[src/rtl/cpu_regfile_sb_pkg.sv]
// Shared CPU package: default register-file geometry and the matching data/address types.
package cpu_pkg;
    localparam int DATA_W_DEF = 8;
    localparam int ADDR_W_DEF = 4;

    typedef logic [DATA_W_DEF-1:0] data_t;
    typedef logic [ADDR_W_DEF-1:0] reg_addr_t;
endpackage

[src/rtl/cpu_regfile_sb_scoreboard.sv]
// Busy scoreboard: one busy bit per register, issue (set) beats write (clear),
// with a registered lookup of the post-edge busy state for two addresses.
module cpu_scoreboard
    import cpu_pkg::*;
#(
    parameter int ADDR_W  = ADDR_W_DEF,
    parameter int ZERO_R0 = 1
) (
    input  logic              clk,
    input  logic              rst,
    input  logic              set_en,
    input  logic [ADDR_W-1:0] set_addr,
    input  logic              clr_en,
    input  logic [ADDR_W-1:0] clr_addr,
    input  logic [ADDR_W-1:0] addr_a,
    input  logic [ADDR_W-1:0] addr_b,
    output logic              hazard_a,
    output logic              hazard_b
);
    localparam int NUM_REGS = 2**ADDR_W;

    logic [NUM_REGS-1:0] busy_q;
    logic [NUM_REGS-1:0] busy_d;

    // A new producer supersedes a completing one, so the set is applied last.
    always_comb begin
        busy_d = busy_q;
        if (clr_en) busy_d[clr_addr] = 1'b0;
        if (set_en) busy_d[set_addr] = 1'b1;
        if (ZERO_R0 != 0) busy_d[0] = 1'b0;
    end

    always_ff @(posedge clk or negedge rst) begin
        if (!rst) begin
            busy_q   <= '0;
            hazard_a <= 1'b0;
            hazard_b <= 1'b0;
        end else begin
            busy_q   <= busy_d;
            hazard_a <= busy_d[addr_a];
            hazard_b <= busy_d[addr_b];
        end
    end
endmodule

[src/rtl/cpu_regfile_sb.sv]
// Parametrised register file with busy scoreboard and gated bus output.
// Define CPU_REGFILE_BYPASS_EN to forward same-edge write data to all read outputs.
module cpu_regfile_sb
    import cpu_pkg::*;
#(
    parameter int DATA_W  = DATA_W_DEF,
    parameter int ADDR_W  = ADDR_W_DEF,
    parameter int ZERO_R0 = 1
) (
    input  logic              clk,
    input  logic              rst,
    input  logic [DATA_W-1:0] data_in,
    input  logic [ADDR_W-1:0] rs,
    input  logic [ADDR_W-1:0] rt,
    input  logic [ADDR_W-1:0] rd,
    input  logic              enable_write,
    input  logic              output_enable,
    input  logic              issue_valid,
    input  logic [ADDR_W-1:0] issue_rd,
    output logic [DATA_W-1:0] reg_a,
    output logic [DATA_W-1:0] reg_b,
    output logic              hazard_a,
    output logic              hazard_b,
    output logic [DATA_W-1:0] data_out
);
    localparam int NUM_REGS = 2**ADDR_W;

    logic [DATA_W-1:0] regs [NUM_REGS];
    logic              wr_ok;
    logic              fwd_a, fwd_b, fwd_d;
    logic [DATA_W-1:0] val_a, val_b, val_d;

    assign wr_ok = enable_write && !((ZERO_R0 != 0) && (rd == '0));

`ifdef CPU_REGFILE_BYPASS_EN
    assign fwd_a = enable_write && (rd == rs);
    assign fwd_b = enable_write && (rd == rt);
    assign fwd_d = enable_write;
`else
    assign fwd_a = 1'b0;
    assign fwd_b = 1'b0;
    assign fwd_d = 1'b0;
`endif

    // Register 0 reads as zero even when forwarding would supply data_in.
    always_comb begin
        val_a = fwd_a ? data_in : regs[rs];
        val_b = fwd_b ? data_in : regs[rt];
        val_d = fwd_d ? data_in : regs[rd];
        if ((ZERO_R0 != 0) && (rs == '0)) val_a = '0;
        if ((ZERO_R0 != 0) && (rt == '0)) val_b = '0;
        if ((ZERO_R0 != 0) && (rd == '0)) val_d = '0;
    end

    always_ff @(posedge clk or negedge rst) begin
        if (!rst) begin
            for (int i = 0; i < NUM_REGS; i++) regs[i] <= '0;
            reg_a    <= '0;
            reg_b    <= '0;
            data_out <= '0;
        end else begin
            if (wr_ok) regs[rd] <= data_in;
            reg_a    <= val_a;
            reg_b    <= val_b;
            data_out <= output_enable ? val_d : '0;
        end
    end

    cpu_scoreboard #(
        .ADDR_W  (ADDR_W),
        .ZERO_R0 (ZERO_R0)
    ) u_sb (
        .clk      (clk),
        .rst      (rst),
        .set_en   (issue_valid),
        .set_addr (issue_rd),
        .clr_en   (enable_write),
        .clr_addr (rd),
        .addr_a   (rs),
        .addr_b   (rt),
        .hazard_a (hazard_a),
        .hazard_b (hazard_b)
    );
endmodule

[config.mk]
export PLATFORM = sky130hd
export DESIGN_NAME = cpu_regfile_sb
export DESIGN_NICKNAME = d
export VERILOG_FILES = /design/src/rtl/cpu_regfile_sb_pkg.sv /design/src/rtl/cpu_regfile_sb_scoreboard.sv /design/src/rtl/cpu_regfile_sb.sv
export SDC_FILE = /design/constraint.sdc
export NUM_CORES = 1
export LEC_CHECK = 0
export BUFFER_PORTS_ARGS = -buffer_cell sky130_fd_sc_hd__buf_2
export CORE_UTILIZATION = 24
export CTS_BUF_LIST = sky130_fd_sc_hd__clkbuf_4 sky130_fd_sc_hd__clkbuf_8 sky130_fd_sc_hd__clkbuf_16
export DETAILED_ROUTE_END_ITERATION = 8
export SYNTH_ARGS = -nofsm -noshare
export SYNTH_HDL_FRONTEND = slang
export SYNTH_SLANG_ARGS = --single-unit
[constraint.sdc]
create_clock -name clk -period 4.1 [get_ports clk]
set_input_delay 0.205 -clock clk [delete_from_list [all_inputs] [get_ports clk]]
set_output_delay 0.205 -clock clk [all_outputs]
set_load 0.005 [all_outputs]
# Yosys cells after proc, flatten, opt, wreduce, memory -nomap -nowiden
# Cells that the tools add are included.
# op_classes
order_cmp,10
n_mux,26
n_reduce_logical,8
bitwise,6
# ops
operator,n
$bwmux W128,1
$bmux W8 S4,3
$mux W8,11
$demux W8 S4,1
$mux W16,2
$lt A4 B5 Y1 const B,4
$and A16 B16 Y16,1
$not A16 Y16,1
$or A16 B16 Y16,1
$ge A5 B5 Y1 const B,3
$not A4 Y5,3
$logic_not A4 Y1,3
$bmux W1 S4,2
$demux W1 S4,2
$ge A4 B1 Y1 const B,2
$lt A5 B1 Y1 const B,1
$logic_and A1 B1 Y1,4
$mux W1,4
$logic_not A1 Y1,1
# word_totals
reg_bits,169
word_cells,72
in_bits,29
out_inout_bits,26

# Longest topological paths before layout
# Gate-level depths: netlist of run 1.
# depth
depth_word,11
mapped_depth,8
ltp_nobuf,6

# Modules after synthesis
# A second synthesis of run 1 with hierarchy kept.
# unflattened
cells_unflattened,701
hier_area_um2,9531.6
# modules_own_cells
module,instances,area_each_um2,cells_each
cpu_regfile_sb,1,8388.0,567
cpu_scoreboard,1,1143.6,134

# Worst setup path after synthesis of run 1
# OpenSTA, ideal clock, no wires.
# synth_timing
kind,input to register
start,input port rt[0]
end,register reg_b[0]
cell_stages,5
path_buffers,2
arrival_ns,1.935
setup_slack_ns,2.008
cell_sequence,clkbuf_1 -> buf_2 -> mux4_2 -> mux4_2 -> nor2b_1
# synth_between
elab_chain_len,5
word_cells_on_any_way,6
# synth_rtl
element,line,text
from (decl),cpu_regfile_sb.sv:14,"input logic [ADDR_W-1:0] rt,"
$not A4 Y5 (implied by the code),cpu_regfile_sb.sv:48,val_b = fwd_b ? data_in : regs[rt];
$bmux W8 S4,cpu_regfile_sb.sv:48,
$mux W8 (implied by the code) (2 in series),cpu_regfile_sb.sv:48,
$mux W8 (*),cpu_regfile_sb.sv:51,if ((ZERO_R0 != 0) && (rt == '0)) val_b = '0;
via val_b[0],cpu_regfile_sb.sv:31,"logic [DATA_W-1:0] val_a, val_b, val_d;"
to (signal assigned),cpu_regfile_sb.sv:64,reg_b <= val_b;
to (decl),cpu_regfile_sb.sv:21,"output logic [DATA_W-1:0] reg_b,"
# Mark *: on every way through the listed nets, which the timed path passes. The rest lies on a longest branch. The select of a mux whose other input is x is not followed.
# A chain may end at the register's enable or synchronous reset.

# Worst setup path after layout of run 1
# layout_timing
start,input port rd[1]
end,register u_sb.hazard_b
# layout_between
elab_chain_len,11
word_cells_on_any_way,12
# layout_rtl
element,line,text
from (decl),cpu_regfile_sb.sv:15,"input logic [ADDR_W-1:0] rd,"
$lt A4 B5 Y1 (implied by the code) or $ge A4 B1 Y1 (tied branches),cpu_regfile_sb_scoreboard.sv:28,if (clr_en) busy_d[clr_addr] = 1'b0;
$logic_and A1 B1 Y1 (implied by the code),cpu_regfile_sb_scoreboard.sv:28,
$mux W1 (implied by the code),cpu_regfile_sb_scoreboard.sv:28,
$demux W1 S4 (*),n/a,
$not A16 Y16 (no line) (*),n/a,
$and A16 B16 Y16 (no line) (*),n/a,
$mux W16 (*),cpu_regfile_sb_scoreboard.sv:28,
$or A16 B16 Y16 (no line),n/a,
$mux W16 (*),cpu_regfile_sb_scoreboard.sv:29,if (set_en) busy_d[set_addr] = 1'b1;
via u_sb.busy_d[14],cpu_regfile_sb_scoreboard.sv:23,logic [NUM_REGS-1:0] busy_d;
$bmux W1 S4 (*),cpu_regfile_sb_scoreboard.sv:41,hazard_b <= busy_d[addr_b];
$mux W1 (implied by the code) (*),cpu_regfile_sb_scoreboard.sv:41,
to (signal assigned),cpu_regfile_sb_scoreboard.sv:41,
to (decl),cpu_regfile_sb_scoreboard.sv:18,output logic hazard_b
# Marks and branches as above.

==> flow_summary.toml, run 1 <==
[global_routing]
antenna_found_initial = 6
grt_overflow = 0
grt_pass1_vias = 6005
grt_first_pass_wirelength_mm = 39.47
grt_max_degree = 96
grtUsageTotal_pct = 13.12

[power]
p_clk_share_pct = 30.3
cellPowerDensity_nw_per_um2 = 476.9
internal_power_mw = 3.752
p_switching_mw = 1.437
leakagePower_nw = 4.359
p_sw_share_pct = 27.69
p_seq_share_pct = 45.1
pwr-share-comb_pct = 24.6
vdd_drop_max_mv = 0.2957

[synthesis]
yosys_warnings = 0
synthTopCellsByArea = "dfrtp_1, mux4_2, mux2_2, nor2b_1, clkbuf_1"
post-synth-top-area-fraction_pct = 44.80
ys_types = 46
synthFlopType = "dfrtp_1"
ys_seq_elements = 169
netlist_area_um2 = 9439
yosysMostFrequentCell = "dfrtp_1"
post_synth.cell_area_avg_um2 = 15.60
synthCells = 605
synth_top_cell_by_area = "dfrtp_1"
synth_enable_flop_cells = 0
seq_area_frac_synth_pct = 44.80
synth_fp_nets = 634
async_flop_share_pct = 100.0
ys_top_cells_by_count = "dfrtp_1, mux2_2, mux4_2, clkbuf_1, nor2b_1"

[hold_path]
whs_path_depth = 3
hp-class = "in2reg"
whs_endpoint = "data_out[5]$_DFF_PN0_"
min_from = "output_enable"

[route]
totalWireLength_mm = 25.49
drtAntennaViolNets = 0
drc = 0
post_drt_wl_per_cell_um = 21.75
drtPass1Iterations = 4
num_vias = 5802
via_per_inst = 4.951
drtIter0Drc = 573

[sta]
tns_ns = 0
min_period_ns = 2.421
setup_slack_ns = 1.679
slew_violations = 0
slew_headroom_pct = 29.23
worst_slew_pin_slew_ns = 1.062
finalClockSkew_ns = 0.009264
holdWs_ns = 0.1612
hold_viol_final = 0
setup_viol = 0
finalCritPeriodShare_pct = 59.04
clock.fmax_ghz = 0.4131
rsz0062_at_grt = "no"

[clock_network]
clockRootBuffer = "clkbuf_16"
cts_tree = "built"
cts_made_buffers = 17
cts_max_level = 4
insertion_delay_ns = 0.43
cts_resized = 0
cts.path.max_buffers = 2
clock-sinks = 169
post-cts-setup-buffers = 0
path_clk_slew_ns = 0.07

[place]
portBuffers = 54
routabilityCongestion = 0.8186
place_ws_ns = 1.276
dpl.hpwl_mm = 16.98

[floorplanning]
ioPinCount = 55
core_um2 = 38740
num_rows = 72
die_w_um = 200.3
start_util_pct = 24.37
dieHeight_um = 200.3
dieArea_um2 = 40130

[layout]
nets = 668
area_growth_syn_to_layout_pct = 15.27
n_fill_cell = 3919
drive_above_1_share_pct = 54.53

[critical_path]
ff2ff_setup_slack_ns = 2.35
cp-end-kind = "flop"
reg2reg_to = "data_out[6]$_DFF_PN0_"
critPathLaunchType = "input port"
critPathKind = "in2reg"
rr_worst_depth = 3
required_ns = 4.41
crit_arrival_ns = 2.73
crit_fanout = 41
crit-reg2reg-launch = "regs[6]$_DFFE_PN0P_"

[outcome]
status = "complete, no violations"

[run]
drv_cap = 0
-- power by group through the flow --
stage | combinational [mW] | clock [mW] | sequential (mW)
2_1_floorplan | 0.959 | 0 | 2.27
3_3_place_gp | 1.27 | 0 | 2.34
3_5_place_dp | 1.28 | 0 | 2.36
4_1_cts | 1.29 | 1.60 | 2.33
5_1_grt | 1.36 | 1.67 | 2.40
6_report | 1.27 | 1.57 | 2.34
-- layout make-up --
type | instances | area, µm² | share of cell area [%]
multi-input cells | 369 | 4943 | 45.43
clock buffers | 22 | 481.7 | 4.427
well taps | 518 | 648.1 | 5.957
inverters | 9 | 33.78 | 0.3105
repair buffers | 73 | 446.7 | 4.105
clock inverters | 9 | 90.09 | 0.8280
flip-flops and latches | 169 | 4229 | 38.87
diodes | 3 | 7.507 | 0.06900
-- metal layers --
metal,track usage [%],vias to the layer above,share of wire (%)
li1,-,2465,-
met1,16.71,3120,42
met2,21.49,164,50
met3,3.336,47,5.5
met4,4.798,6,2.5
met5,0,-,0.14
-- sequential cells by signal, indices dropped and copies added, names as in the netlist --
register       count
reg_b              8
reg_a              8
u_sb.hazard_a      1
u_sb.hazard_b      1
data_out           8
u_sb.busy_q       15
regs             128
-- cell usage in the layout (no fill, tap or decap), types with 3 or more instances in the layout --
cell and count:
dfrtp_1 169, mux4_2 121, mux2_2 121, buf_2 53
nor2b_1 24, clkbuf_16 17, o21ai_0 16, buf_4 16
nand2_1 12, nor2_1 11, inv_1 9, nand3b_1 5
or3_1 4, a32o_1 4, nand2b_1 4, nand3_1 4
diode_2 3, o32ai_1 3, nor3_1 3, o211ai_1 3
clkbuf_8 3
-- logic make-up after synthesis --
kind of cell	count (synthesis)	share of synthesized area, %
multiplexers	244	43.52
flip-flops	169	44.80
AND/OR/NAND/NOR	81	5.289
buffers and inverters	67	2.996
AO/OA/AOI/OAI	43	3.301
XOR/XNOR	1	0.09281
-- worst max-delay path by stage --
stage	startpoint	end
after floorplan	rt[0]	reg_b[0]$_DFF_PN0_
final	rd[1]	u_sb.hazard_b$_DFF_PN0_
after global routing	rd[1]	u_sb.hazard_b$_DFF_PN0_
after detailed placement	rd[1]	u_sb.hazard_b$_DFF_PN0_
after global placement	rd[1]	u_sb.hazard_b$_DFF_PN0_
after CTS	rd[1]	u_sb.hazard_b$_DFF_PN0_
-- repair_timing --
item,4_1_cts,5_1_grt
hold buffers,1,0
endpoints found under the setup margin,0,0
endpoints found under the hold margin,94,0
-- through the flow --
stage / std cells / util (%) / power [mW] / area, µm²
finish: 1172 / 28.09 / 5.189 / 10880
global route: 1169 / 28.07 / 5.435 / 10870
CTS: 1169 / 28.07 / 5.223 / 10870
detailed placement: 1137 / 26.57 / 3.643 / 10290
global placement: 1137 / 26.57 / 3.610 / 10290
floorplan: 605 / - / 3.226 / 9439
-- critical path: stages --
cell      delay (ns)
buf_2           0.79
nand2_1         0.33
o21ai_0         0.24
o21ai_0         0.18
mux4_2          0.48
nand2b_1        0.17
a311o_1         0.34
Note: power is estimated with default switching activity, not from simulation.
==> inputs of run 2 (changes only) <==
==> constraint.sdc (replaced) <==
create_clock -name clk -period 2.1 [get_ports clk]
set_input_delay 0.105 -clock clk [delete_from_list [all_inputs] [get_ports clk]]
set_output_delay 0.105 -clock clk [all_outputs]
set_load 0.005 [all_outputs]
==> run 2 against run 1 <==
  * Die area is the same
  * Clock-buffer cell count shrank 2
  * Hold slack lost 0.13 ns
  * Largest power group unchanged
  * Non-clock buffer count grew 33
  * Critical path type is now reg2reg
  * Critical path depth shrank 2
  * Sequential cell count is the same
  * Core utilization grew 1.0 points
  * First-iteration DRC count grew 5.8%
  * Clock skew shrank 0.0019 ns
  * Setup slack lost 1.3 ns
  * Register-to-register slack lost 2.0 ns
  * Routed wire length grew 4.5%
==> flow_summary.toml, run 2 (synthesis gave the netlist of run 1 again) <==
[hold_path]
whs_path_depth = 2
whs_endpoint = "u_sb.busy_q[12]$_DFF_PN0_"
min_from = "issue_rd[1]"
hp-class = "in2reg"

[critical_path]
slowest_delay_ns = 0.48
crit-reg2reg-launch = "u_sb.busy_q[13]$_DFF_PN0_"
cp_common_cell = "o21ai_0"
critPathLaunchType = "flop"
cp_slowest_cell = "mux4_2"
rr_worst_depth = 5
crit_chain = "o21ai_0 -> o21ai_0 -> mux4_2 -> nand2b_1 -> a311o_1"
required_ns = 2.42
cp.depth = 5
cp-end-kind = "flop"
cp_top_family = "compound AO/OA/AOI/OAI gates"
crit_arrival_ns = 2.05
ff2ff_setup_slack_ns = 0.38
reg2reg_to = "u_sb.hazard_b$_DFF_PN0_"
critPathBufInv = 0
critPathKind = "reg2reg"
crit_fanout = 2

[layout]
largest_register = "regs"
area_growth_syn_to_layout_pct = 19.42
nets = 701
final_common_cell = "dfrtp_1"
drive_above_1_share_pct = 56.50
fin_cells = 1206
largest_reg_flops = 128
n_fill_cell = 3935
final_cell_mix = "dfrtp_1, mux4_2, mux2_2"
regArea_um2 = 4229
final_area_um2 = 11270
top_regs = "regs (128), u_sb.busy_q (15)"
multi_input_area_um2 = 4950

[power]
p_clk_share_pct = 31.9
vdd_drop_max_mv = 0.5370
p_total_mw = 10.46
cellPowerDensity_nw_per_um2 = 928.1
internal_power_mw = 7.576
leakagePower_nw = 4.571
p_switching_mw = 2.885
p_seq_share_pct = 43.7
pwr-share-comb_pct = 24.4
p_sw_share_pct = 27.58

[route]
via_per_inst = 5.038
post_drt_wl_per_cell_um = 22.09
drtPass1Iterations = 5
drtIter0Drc = 606
totalWireLength_mm = 26.64
drc = 0
num_vias = 6076
drtAntennaViolNets = 0

[clock_network]
cts_max_level = 4
clockRootBuffer = "clkbuf_16"
cts_resized = 0
cts_tree = "built"
insertion_delay_ns = 0.44
cts_made_buffers = 17
path_clk_slew_ns = 0.07
clock-sinks = 169
cts.path.max_buffers = 2

[place]
place_inst = 1169
portBuffers = 54
placed_area_um2 = 10630
dpl.hpwl_mm = 17.89
routabilityCongestion = 0.8745

[sta]
clock.fmax_ghz = 0.5810
finalClockSkew_ns = 0.007410
setup_viol = 0
tns_ns = 0
min_period_ns = 1.721
holdWs_ns = 0.03408
slew_violations = 0
worst_slew_pin_slew_ns = 0.6949
finalCritPeriodShare_pct = 81.96
slew_headroom_pct = 53.67
rsz0062_at_grt = "no"
hold_viol_final = 0

[global_routing]
grt_first_pass_wirelength_mm = 41.70
grt_max_degree = 56
use_met1_pct = 17.60
antenna_found_initial = 5
grt-busiest-layer = "met2"
grtUsageTotal_pct = 13.85
use_met2_pct = 22.07
met3_usage_pct = 3.742
grt_pass1_vias = 6545
grt_overflow = 0

[run]
drv_cap = 0

[floorplanning]
ioPinCount = 55
dieHeight_um = 200.3
core_um2 = 38740
start_util_pct = 24.37
die_w_um = 200.3
num_rows = 72
dieArea_um2 = 40130

[outcome]
status = "complete, no violations"
run 2: area by class of cell:
| cell class | instances | share of cell area (%) |
|---|---|---|
| Clock inverter | 12 | 1.465 |
| Antenna cell | 3 | 0.06660 |
| Timing Repair Buffer | 106 | 6.960 |
| Clock buffer | 20 | 4.029 |
| Multi-Input combinational cell | 369 | 43.91 |
| Inverter | 9 | 0.2997 |
| Tap cell | 518 | 5.750 |
| Sequential cell | 169 | 37.52 |
run 2: worst max path at each step:
stage | start | endpoint | slack (ns)
2_1_floorplan | rt[0] | reg_b[0]$_DFF_PN0_ | 0.11
3_3_place_gp | rd[0] | data_out[7]$_DFF_PN0_ | 0.05
3_5_place_dp | rd[0] | data_out[0]$_DFF_PN0_ | 0.03
4_1_cts | regs[33]$_DFFE_PN0P_ | reg_a[1]$_DFF_PN0_ | 0.40
5_1_grt | u_sb.busy_q[13]$_DFF_PN0_ | u_sb.hazard_b$_DFF_PN0_ | 0.30
6_report | u_sb.busy_q[13]$_DFF_PN0_ | u_sb.hazard_b$_DFF_PN0_ | 0.38
run 2: stage by stage:
step,worst slack (ns),utilization [%]
2_1_floorplan,0.1084,-
3_3_place_gp,0.05290,27.43
3_5_place_dp,0.03078,27.43
4_1_cts,0.3977,29.08
5_1_grt,0.3014,29.08
6_report,0.3787,29.10
run 2: routing by layer:
metal / wire length, µm / up-vias
li1: - / 2529
met1: 11040 / 3239
met2: 12840 / 238
met3: 1798 / 66
met4: 932 / 4
met5: 26 / -
run 2: power by group through the flow:
stage,combinational (mW),sequential [mW],clock [mW]
2_1_floorplan,1.87,4.43,0
3_3_place_gp,2.51,4.59,0
3_5_place_dp,2.56,4.61,0
4_1_cts,2.57,4.56,3.39
5_1_grt,2.75,4.69,3.55
6_report,2.56,4.57,3.34
run 2: timing repair:
item,in CTS,in global routing
endpoints found under the hold margin,53,0
buffers inserted,0,0
hold buffers,2,0
